File: config.mk
export PLATFORM = sky130hd
export DESIGN_NAME = stopwatch_up
export DESIGN_NICKNAME = d
export VERILOG_FILES = /design/src/rtl/stopwatch_up.sv
export SDC_FILE = /design/constraint.sdc
export NUM_CORES = 1
export LEC_CHECK = 0
export ABC_AREA = 1
export ABC_CLOCK_PERIOD_IN_PS = 4550
export CORE_MARGIN = 2
export CORE_UTILIZATION = 34
export DETAILED_ROUTE_END_ITERATION = 12
export GPL_ROUTABILITY_DRIVEN = 0
export GPL_TIMING_DRIVEN = 0
export SLEW_MARGIN = 10
export SYNTH_ARGS = -nofsm -noshare
export SYNTH_HDL_FRONTEND = slang
export SYNTH_SLANG_ARGS = --single-unit
export TNS_END_PERCENT = 5
File: constraint.sdc
create_clock -name clk -period 4.55 [get_ports clk]
set_input_delay 0.91 -clock clk [delete_from_list [all_inputs] [get_ports clk]]
set_output_delay 0.91 -clock clk [all_outputs]
set_load 0.01 [all_outputs]
File: src/rtl/stopwatch_up.sv
// Count-up MM:SS stopwatch (00:00..59:59, saturating) with BCD digit outputs; optional lap hold under STOPWATCH_LAP_EN.
// Latency: digits update 1 clk after the tick cycle; running/done update 1 clk after the causing pulse.
// Backpressure: none; control inputs are single-cycle pulses and outputs are always valid.
module stopwatch_up #(
  parameter int TICK_DIV = 50000000,
  parameter int TICK_W   = 26
) (
  input  logic       clk,
  input  logic       reset,
  input  logic       start_stop,
  input  logic       clear,
  input  logic       lap,
  output logic [3:0] bin0,
  output logic [3:0] bin1,
  output logic [3:0] bin2,
  output logic [3:0] bin3,
  output logic       running,
  output logic       done
);

  typedef enum logic [1:0] {
    S_IDLE  = 2'd0,
    S_RUN   = 2'd1,
    S_PAUSE = 2'd2,
    S_DONE  = 2'd3
  } state_t;

  // Live count packed as {min tens, min units, sec tens, sec units}.
  localparam logic [15:0] SAT_CNT = 16'h5959;

  state_t            r_state;
  logic [TICK_W-1:0] r_presc;
  logic [15:0]       r_cnt;
  logic              r_running;
  logic              r_done;

  logic              w_tick;
  logic              w_sat;
  logic [15:0]       w_cnt_inc;
  logic [15:0]       w_cnt_nxt;

  assign w_tick = (r_state == S_RUN) && (r_presc == TICK_W'(TICK_DIV - 1));
  assign w_sat  = (r_cnt == SAT_CNT);

  // BCD ripple increment of the live count (saturation is handled by the caller).
  always_comb begin
    w_cnt_inc = r_cnt;
    if (r_cnt[3:0] == 4'd9) begin
      w_cnt_inc[3:0] = 4'd0;
      if (r_cnt[7:4] == 4'd5) begin
        w_cnt_inc[7:4] = 4'd0;
        if (r_cnt[11:8] == 4'd9) begin
          w_cnt_inc[11:8]  = 4'd0;
          w_cnt_inc[15:12] = r_cnt[15:12] + 4'd1;
        end else begin
          w_cnt_inc[11:8] = r_cnt[11:8] + 4'd1;
        end
      end else begin
        w_cnt_inc[7:4] = r_cnt[7:4] + 4'd1;
      end
    end else begin
      w_cnt_inc[3:0] = r_cnt[3:0] + 4'd1;
    end
  end

  // Next live count: clear wins, a tick coinciding with pause is dropped, 59:59 holds.
  always_comb begin
    w_cnt_nxt = r_cnt;
    if (clear) begin
      w_cnt_nxt = 16'h0000;
    end else if (w_tick && !start_stop && !w_sat) begin
      w_cnt_nxt = w_cnt_inc;
    end
  end

  // Control FSM with prescaler and registered status flags.
  always_ff @(posedge clk or posedge reset) begin
    if (reset) begin
      r_state   <= S_IDLE;
      r_presc   <= '0;
      r_cnt     <= 16'h0000;
      r_running <= 1'b0;
      r_done    <= 1'b0;
    end else begin
      r_cnt <= w_cnt_nxt;
      if (clear) begin
        r_state   <= S_IDLE;
        r_presc   <= '0;
        r_running <= 1'b0;
        r_done    <= 1'b0;
      end else begin
        case (r_state)
          S_IDLE: begin
            if (start_stop) begin
              r_state   <= S_RUN;
              r_presc   <= '0;
              r_running <= 1'b1;
            end
          end
          S_RUN: begin
            if (start_stop) begin
              // Pausing keeps the partial second unless this was the tick cycle.
              r_state   <= S_PAUSE;
              r_running <= 1'b0;
              if (w_tick) begin
                r_presc <= '0;
              end
            end else if (w_tick) begin
              r_presc <= '0;
              if (w_sat) begin
                r_state   <= S_DONE;
                r_running <= 1'b0;
                r_done    <= 1'b1;
              end
            end else begin
              r_presc <= r_presc + TICK_W'(1);
            end
          end
          S_PAUSE: begin
            if (start_stop) begin
              r_state   <= S_RUN;
              r_running <= 1'b1;
            end
          end
          S_DONE: begin
            // Only clear or reset leaves the saturated state.
          end
          default: begin
            r_state   <= S_IDLE;
            r_running <= 1'b0;
            r_done    <= 1'b0;
          end
        endcase
      end
    end
  end

  assign running = r_running;
  assign done    = r_done;

`ifdef STOPWATCH_LAP_EN
  logic        r_hold;
  logic [15:0] r_snap;
  logic [15:0] r_bin;
  logic        w_lap_ok;
  logic        w_hold_nxt;
  logic [15:0] w_snap_nxt;

  assign w_lap_ok = lap && !clear && ((r_state == S_RUN) || (r_state == S_PAUSE));

  // Lap hold toggle; the snapshot captures the displayed live count on hold entry.
  always_comb begin
    w_hold_nxt = r_hold;
    w_snap_nxt = r_snap;
    if (clear) begin
      w_hold_nxt = 1'b0;
    end else if (w_lap_ok) begin
      w_hold_nxt = ~r_hold;
      if (!r_hold) begin
        w_snap_nxt = r_cnt;
      end
    end
  end

  // Output digit registers select snapshot or live count.
  always_ff @(posedge clk or posedge reset) begin
    if (reset) begin
      r_hold <= 1'b0;
      r_snap <= 16'h0000;
      r_bin  <= 16'h0000;
    end else begin
      r_hold <= w_hold_nxt;
      r_snap <= w_snap_nxt;
      r_bin  <= w_hold_nxt ? w_snap_nxt : w_cnt_nxt;
    end
  end

  assign bin0 = r_bin[3:0];
  assign bin1 = r_bin[7:4];
  assign bin2 = r_bin[11:8];
  assign bin3 = r_bin[15:12];
`else
  // Lap is accepted on the port but has no function in this build.
  logic w_lap_unused;
  assign w_lap_unused = lap;

  assign bin0 = r_cnt[3:0];
  assign bin1 = r_cnt[7:4];
  assign bin2 = r_cnt[11:8];
  assign bin3 = r_cnt[15:12];
`endif

endmodule
* After elaboration in Yosys (flattened, before gate mapping) *
Index checks and enable logic that the tools add are counted.

word-level totals
  register bits after elaboration = 46
  bits of input ports = 5
  output and inout port bits = 18
  word-level logic and storage cells = 79

cells by class
  $add $sub $neg = 5
  equal/unequal tests = 13
  mux-type cells = 31
  reductions and logical operators = 22

operators with widths
  cell                                              number
  2-to-1 mux 26 bit                                 5
  one-hot mux 26 bit (2 select lines)               1
  2-to-1 mux 16 bit                                 2
  adder 26 x 1 -> 26 bit (second input constant)    1
  == test 26 bit (second input constant)            1
  adder 4 x 1 -> 4 bit (second input constant)      4
  == test 16 x 15 -> 1 bit (second input constant)  1
  2-to-1 mux 4 bit                                  4
  nonzero test 2 bit                                7
  2-to-1 mux 12 bit                                 1
  != test 4 bit (second input constant)             3
  AND reduction 4 bit                               3
  2-to-1 mux 1 bit                                  10
  2-to-1 mux 2 bit                                  5
  == test 4 bit (second input constant)             2
  2-to-1 mux 8 bit                                  1
  AND reduction 3 bit                               2
  nonzero test 3 bit                                2
  == test 4 x 3 -> 1 bit (second input constant)    1
  one-hot mux 2 bit (2 select lines)                1
  logical AND 1 bit                                 3
  != test 3 x 1 -> 1 bit (second input constant)    1
  != test 3 bit (second input constant)             1
  == test 2 x 1 -> 1 bit (second input constant)    1
  other kinds (7)                                   8

* Depth between registers and ports, before layout *
Gate-level depths: netlist of the first run.

  word-level depth = 6
  depth in mapped cells = 11
  gate-level depth less buffers = 11

* Worst setup path after synthesis of the first run *
Ideal clock, no wire load.

  path kind = input -> register
  from = input port start_stop
  to = register r_cnt[6]
  library setup time = 117 ps
  arrival = 1816 ps
  required time = 4433 ps
  setup slack = 2617 ps
  stages on the path = 8
  buffers on the path = 2
  cell sequence = clkbuf_1 -> nor2_1 -> nand4_2 -> nand2_2 -> buf_6 -> nand2_8 -> nand2_2 -> o21ai_2

on the way
  cells in the longest elaborated chain, start to end = 5

RTL lines
  item                                  line  RTL
  from (decl)                           10    input logic start_stop,
  zero test 1 bit                       71    end else if (w_tick && !start_stop && !w_sat) begin
  logical AND 1 bit (2 in series)       71
  nonzero test 2 bit (no source line)   n/a
  AND reduction 2 bit (no source line)  n/a
  to (signal assigned)                  85    r_cnt <= w_cnt_nxt;
  to (decl)                             33    logic [15:0] r_cnt;

No other way between the ends.
A chain may end at the register's enable or synchronous reset.

* Worst setup path after layout of the first run *
  from = input port clear
  to = register r_presc[25]

on the way
  cells in the longest elaborated chain, start to end = 2
  elaborated cells between the ends (all ways) = 5
  classes of those cells = eq/ne (2); mux (1); reduce/logical (2)

RTL lines
  item                                                          line  RTL
  from (decl)                                                   11    input logic clear,
  != test 4 bit (no source line), or another cell as far along  n/a
  AND reduction 3 bit (no source line)                          n/a
  to (signal assigned)                                          116   r_presc <= r_presc + TICK_W'(1);
  to (decl)                                                     32    logic [TICK_W-1:0] r_presc;

Several ways; a longest one is shown, not always the timed one.

==> results of run 1 <==
cell usage after synthesis (3+ instances only):
cell,instances
a21oi_1,3
buf_1,5
nand3_1,69
nor2_4,5
buf_6,3
nand2_1,119
nand4_1,19
clkbuf_1,6
inv_2,4
ha_1,9
o21ai_2,4
inv_1,42
o21ai_1,13
nand2_2,9
nor2_1,67
dfrtp_1,46
xor2_1,15
o21ai_0,11
flip-flops by register name, summed over array words and instances (netlist names):
| register | cells |
|---|---|
| r_presc | 26 |
| r_cnt | 16 |
| r_state | 2 |
| done | 1 |
| running | 1 |
path summary, 6_finish.rpt:
| kind | from | end | slack [ns] | depth (start not counted) |
|---|---|---|---|---|
| max | clear | r_presc[25] | 2.01 | 6 |
| min reg2reg | done | done | 0.51 | 1 |
| min in group asynchronous | reset | r_presc[22] | 0.85 | 2 |
| max in group asynchronous | reset | r_state[0] | 3.22 | 3 |
| max reg2reg | r_presc[0] | r_presc[5] | 2.48 | 11 |
| min | done | done | 0.51 | 1 |
per-layer routing:
metal | wire, um | vias to the layer above | GRT usage (%)
met1 | 4060 | 1447 | 24.5
li1 | - | 1579 | -
met4 | 186 | 0 | 6.15
met3 | 333 | 15 | 2.94
met5 | 0 | - | 0
met2 | 4030 | 79 | 30.3
stage by stage:
stage	power [W]	instance area [um^2]	worst slack, ns	hold slack [ns]	std cells
global route	0.00111	3750	1.85	0.553	628
global placement	0.000798	3650	1.45	0.474	620
finish	0.00104	3750	2.01	0.512	628
CTS	0.00106	3750	2.00	0.515	628
floorplan	0.000683	3290	2.55	0.501	471
detailed placement	0.000804	3670	1.69	0.491	621
layout make-up:
class                   count  area (um^2)
plain buffers              14         75.1
clock buffers               6         72.6
clock inverters             1         7.51
fillers                   975         5570
inverters                  46          173
multi-input cells         365         1890
flip-flops and latches     46         1150
well taps                 129          161
repair buffers             21          220
cell usage in the layout, fill, tap and decap left out, drive strengths merged:
| master | count |
|---|---|
| a211oi | 1 |
| a21oi | 3 |
| a31oi | 1 |
| and2 | 1 |
| buf | 9 |
| clkbuf | 12 |
| clkdlybuf4s50 | 20 |
| clkinvlp | 1 |
| dfrtp | 46 |
| ha | 9 |
| inv | 46 |
| nand2 | 130 |
| nand3 | 72 |
| nand4 | 20 |
| nor2 | 75 |
| nor3 | 2 |
| nor3b | 1 |
| o21a | 1 |
| o21ai | 28 |
| o21bai | 2 |
| or2 | 2 |
| xnor2 | 2 |
| xor2 | 15 |
cells by family after synthesis:
group,synth area share (%)
fa+ha+maj,3.42
simple gates,43.3
flops,35.0
compound gates,6.27
xor+xnor,4.52
buf+inv,7.53
power by group:
group | switching (W) | internal (W) | total (W) | leakage, nW
registers | 0.0000399 | 0.000437 | 0.000477 | 0.632
clock network | 0.000142 | 0.000106 | 0.000247 | 0.0373
logic | 0.000210 | 0.000110 | 0.000319 | 0.951
total | 0.000391 | 0.000653 | 0.00104 | 1.62
==> key figures, run 1 <==
Synth
  • Primary flip-flop cell chosen by synthesis mapping: dfrtp_1
  • Share of the yosys chip area belonging to registers: 35.0%
  • Net count after synthesis: 485
  • Number of warnings printed during yosys synthesis: 0
  • Average instance area after synthesis: 6.99 um^2
  • Largest cells by area after synthesis: dfrtp_1, nand2_1, nand3_1
  • Post-synth top area share: 35.0%
  • Mapped cell area: 3290 um^2
  • Share of flip-flops with an asynchronous set or reset: 100%
  • Number of unique standard cell types used by synthesis: 34
  • Post-synthesis cell type with the largest combined area: dfrtp_1
  • Number of standard cells after synthesis: 471
  • Number of flip-flops and latches in the synthesized netlist: 46
  • Count of flip-flops with a built-in enable after synthesis: 0

Worst setup path
  • Largest fanout on the critical path: 10
  • Kind of capture point of the worst setup path: register
  • Slowest stage cell on the critical path: clkdlybuf4s50_1
  • Max stage delay on crit path: 0.51 ns
  • Ordered cell list for the critical path: clkdlybuf4s50_1 > inv_1 > clkbuf_1 > buf_1 > nand3_1 > nand2_1
  • Element type at the critical path start: input port
  • Data arrival time of the worst path: 2.79 ns
  • Kind of critical path: input port to register
  • Family with the most delay on the worst path: buffers and inverters
  • Data required time of the critical path: 4.80 ns
  • Buffering stage count on the worst path with inverters included: 4

Drt
  • Vias post-DR: 3120
  • Remaining design rule violation count: 0
  • Final routed wire length divided by cell count: ~14 um
  • Total detailed-routing wirelength: ~8600 um
  • 1st-pass router iterations: 5
  • Post-route antenna net violation count: 0
  • Number of DRC markers in iteration 0: 228
  • Vias per cell: 4.97

Clock tree
  • CTS Buf Count: 5
  • Clock slew at reported path FFs: 0.09 ns
  • Buffer type at the clock tree root: clkbuf_8
  • CTS sink cnt: 46
  • H-tree level count: 2
  • Total setup buffers inserted after CTS: 0
  • Resized cells post-CTS: 0
  • Buffer depth of the longest clock path: 2
  • Clk Latency, worst-skew pair: 0.30 ns
  • CTS tree: done
  • Number of hold-repair buffers added at the cts stage: 0

Floorplanning
  • Width of the die: 102 um
  • Die Area: between 10000 and 15000 um^2
  • Effective utilization at floorplan: 35.3%
  • Core footprint: slightly above 9000 um^2
  • Die boundary height: 102 um
  • I/O pin count: 23
  • Placement Rows: 35

Cells and area
  • Final core occ: around two fifths
  • Layout cells sized above 1: 8.82%
  • Ant. Diodes: 0
  • Number of nets in the finished design: around 510
  • Area growth from synthesis to final layout: 14.0%

Pwr
  • Highest ir drop seen on vdd: 126 uV
  • Pleak: between 1.5 and 2 nW
  • Cell area power density: 278 nW/um^2

Global route
  • Largest net degree at the start of global routing: 37
  • Grt total ovfl: 0
  • Antenna violations before repair: 0
  • Vias in the first global route: 3095
  • Combined global-route utilization of all metal layers: 18.3%
  • First-pass GRT wire length: 15100 um

Timing
  • Final period util: a little under three fifths
  • Achievable Freq: 0.393 GHz
  • RSZ-0062 raised after global routing: no
  • Time the worst path needs with I/O delays and setup: between 2 and 3 ns
  • Worst setup skew after layout: 0.00511 ns
  • Final TNS setup: 0 ns
  • Final slew viol count: 0
  • Final setup violating endpoints: 0
  • Number of hold violations in the final report: 0
  • Tightest slew margin relative to the limit: approximately three fifths
  • Slew at the pin closest to its max-slew limit: around 0.57 ns

Placement
  • Buffers on Ports: 20
  • DPL Wire Length: 6460 um

Status
  • Status: complete, no violations

Run
  • Max-cap check violation count: 0

Hold path
  • Min-Delay Path Class: register to register
Power figures use the tool's default switching activity.
==> inputs of run 2 (changes only) <==
ABC_CLOCK_PERIOD_IN_PS = 2400   (was 4550)
clock period = 2.4 ns   (was 4.55 ns; I/O delays follow)
==> results of run 2 <==
Same layout as run 1 (identical final DEF). Status: complete, no violations.
Among the figures that moved: setup slack after placement 1.69 ns -> -0.0340 ns; setup slack after layout 2.01 ns -> 0.288 ns; hold slack 0.512 ns -> 0.423 ns; register-to-register setup slack 2.48 ns -> 0.33 ns; total power 0.00104 W -> 0.00198 W; worst IR drop on VDD 126 uV -> 239 uV
==> inputs of run 3 (changes only) <==
CORE_UTILIZATION = 59   (was 34)
PLACE_DENSITY = 0.8   (was default)
==> run 3 against run 2 <==
- clock-buffer cell count stayed put
- register-to-register slack worse by 0.04 ns
- wire length is 3.7% lower
- combinational power hardly changed
- final cell count is 9.1% lower
- die area is 41% lower
- non-clock buffer count stayed put
- sequential cell count stayed put
- core utilization is 27 points higher
- critical endpoint is now r_presc[17]
- largest cell class unchanged
- largest power group unchanged
==> key figures, run 3 (synthesized netlist as in run 1, its figures left out) <==
Cells and area
  • Commonest non-fill, non-tap cell in the layout: nand2_1
  • Combined area of the multi-input logic cells: 1890 um^2 (unchanged)
  • Number of non-filler instances in the completed layout: 571 (-9.1%)
  • Biggest regs: r_presc x26, r_cnt x16, r_state x2
  • Number of nets in the finished design: 513 (unchanged)
  • Ant. Diodes: 0 (unchanged)
  • Area growth from synthesis to final layout: 11.9%
  • Total of fill cells in the finished design: 492 (-50%)
  • Flip-flop and latch area: 1150 um^2 (unchanged)
  • Number of flip-flops in the largest register: 26 (unchanged)
  • Most frequent cells in the layout: nand2_1, nand3_1, nor2_1, dfrtp_1, inv_1
  • Layout cells sized above 1: 8.82% (unchanged)
  • Most flop-heavy register: r_presc

Floorplanning
  • Placement Rows: 27 (-23%)
  • Die Area: 6190 um^2 (-41%)
  • I/O pin count: 23 (unchanged)
  • Width of the die: 78.7 um (-23%)
  • Core footprint: 5440 um^2 (-42%)
  • Die boundary height: 78.7 um (-23%)
  • Effective utilization at floorplan: 60.5% (+25 points)

Placement
  • DPL Wire Length: 6140 um (-4.9%)
  • Dpl cells: 564 (-9.2%)
  • Buffers on Ports: 20 (unchanged)

Clock tree
  • Resized cells post-CTS: 0 (unchanged)
  • Clk Latency, worst-skew pair: 0.31 ns (about the same)
  • Clock slew at reported path FFs: 0.09 ns (about the same)
  • Total setup buffers inserted after CTS: 0 (unchanged)
  • CTS sink cnt: 46 (unchanged)
  • CTS tree: done
  • Buffer type at the clock tree root: clkbuf_8
  • Number of hold-repair buffers added at the cts stage: 0 (unchanged)
  • Buffer depth of the longest clock path: 2 (unchanged)
  • H-tree level count: 2 (unchanged)
  • CTS Buf Count: 5 (unchanged)

Pwr
  • Highest ir drop seen on vdd: 361 uV
  • Pleak: 1.62 nW (unchanged)
  • Cell area power density: 537 nW/um^2

Drt
  • Vias post-DR: 3255 (+4.3%)
  • Vias per cell: 5.70 (+15%)
  • Final routed wire length divided by cell count: 14.5 um (+5.9%)
  • Remaining design rule violation count: 0 (unchanged)
  • Total detailed-routing wirelength: 8290 um (-3.7%)
  • Post-route antenna net violation count: 0 (unchanged)
  • 1st-pass router iterations: 5 (unchanged)
  • Number of DRC markers in iteration 0: 253 (+11%)

Worst setup path
  • Data required time of the critical path: 2.64 ns
  • Kind of capture point of the worst setup path: register
  • Element type at the critical path start: input port
  • Largest fanout on the critical path: 10 (unchanged)
  • Kind of critical path: input port to register
  • Data arrival time of the worst path: 2.41 ns

Timing
  • Number of hold violations in the final report: 0 (unchanged)
  • RSZ-0062 raised after global routing: no
  • Final period util: 90.2%
  • Time the worst path needs with I/O delays and setup: 2.16 ns
  • Final slew viol count: 0 (unchanged)
  • Slew at the pin closest to its max-slew limit: 0.631 ns (+0.0579 ns)
  • Hold WS: roughly 0.45 ns
  • Tightest slew margin relative to the limit: 57.9% (-3.9 points)
  • Final TNS setup: 0 ns (unchanged)
  • Final setup violating endpoints: 0 (unchanged)
  • Achievable Freq: approximately 0.46 GHz
  • Worst setup skew after layout: 0.0102 ns (+0.00509 ns)

Global route
  • Vias in the first global route: 3051 (-1.4%)
  • Largest net degree at the start of global routing: 32 (-14%)
  • Antenna violations before repair: 0 (unchanged)
  • Combined global-route utilization of all metal layers: 28.2% (+9.9 points)
  • Grt total ovfl: 0 (unchanged)
  • First-pass GRT wire length: 13800 um (-8.5%)

Status
  • Status: complete, no violations

Run
  • Max-cap check violation count: 0 (unchanged)

Hold path
  • Min-Delay Path Class: input port to asynchronous set/reset pin
## run 3: cell type report
cell class                 count  share of cell area [%]
timing repair buffer          21                    5.98
tap                           72                    2.45
sequential                    46                    31.3
inverter                      46                    4.69
clock inverter                 1                   0.204
multi-input combinational    365                    51.4
buffer                        14                    2.04
clock buffer                   6                    1.97
## run 3: metrics by stage
step | instance area, um^2 | total power [W] | setup WS, ns | utilization [%]
floorplan | 3290 | 0.00129 | 0.689 | -
global placement | 3580 | 0.00150 | -0.111 | 65.9
detailed placement | 3600 | 0.00152 | -0.0148 | 66.2
CTS | 3680 | 0.00197 | 0.301 | 67.7
global route | 3680 | 0.00208 | 0.0388 | 67.7
finish | 3680 | 0.00198 | 0.235 | 67.7
## run 3: routing by layer
| metal | GRT usage [%] | wire length [um] |
|---|---|---|
| met5 | 0 | 0 |
| met4 | 14.6 | 370 |
| met3 | 5.11 | 399 |
| met2 | 47.2 | 3890 |
| met1 | 34.9 | 3630 |
## run 3: where the power goes
group | total, W | leakage, nW | switching, W | internal, W
sequential | 0.000905 | 0.632 | 0.0000763 | 0.000829
clock | 0.000468 | 0.0373 | 0.000268 | 0.000200
combinational | 0.000602 | 0.951 | 0.000395 | 0.000207
## run 3: final timing paths
kind                            start          end  slack (ns)  cells past startpoint
setup / recovery                clear  r_presc[17]        0.24                      6
hold / removal                  reset    r_cnt[15]        0.45                      2
setup reg to reg           r_presc[0]  r_presc[13]        0.29                     10
hold reg to reg               running      running        0.51                      2
max in group asynchronous       reset  r_presc[10]        1.48                      3
min in group clk              running      running        0.51                      2
## run 3: worst max-delay path, stage by stage
cell and delay [ns]:
clkdlybuf4s50_1 0.50, inv_1 0.20, clkbuf_1 0.44, buf_1 0.54, nand3_1 0.16, nand2_1 0.08
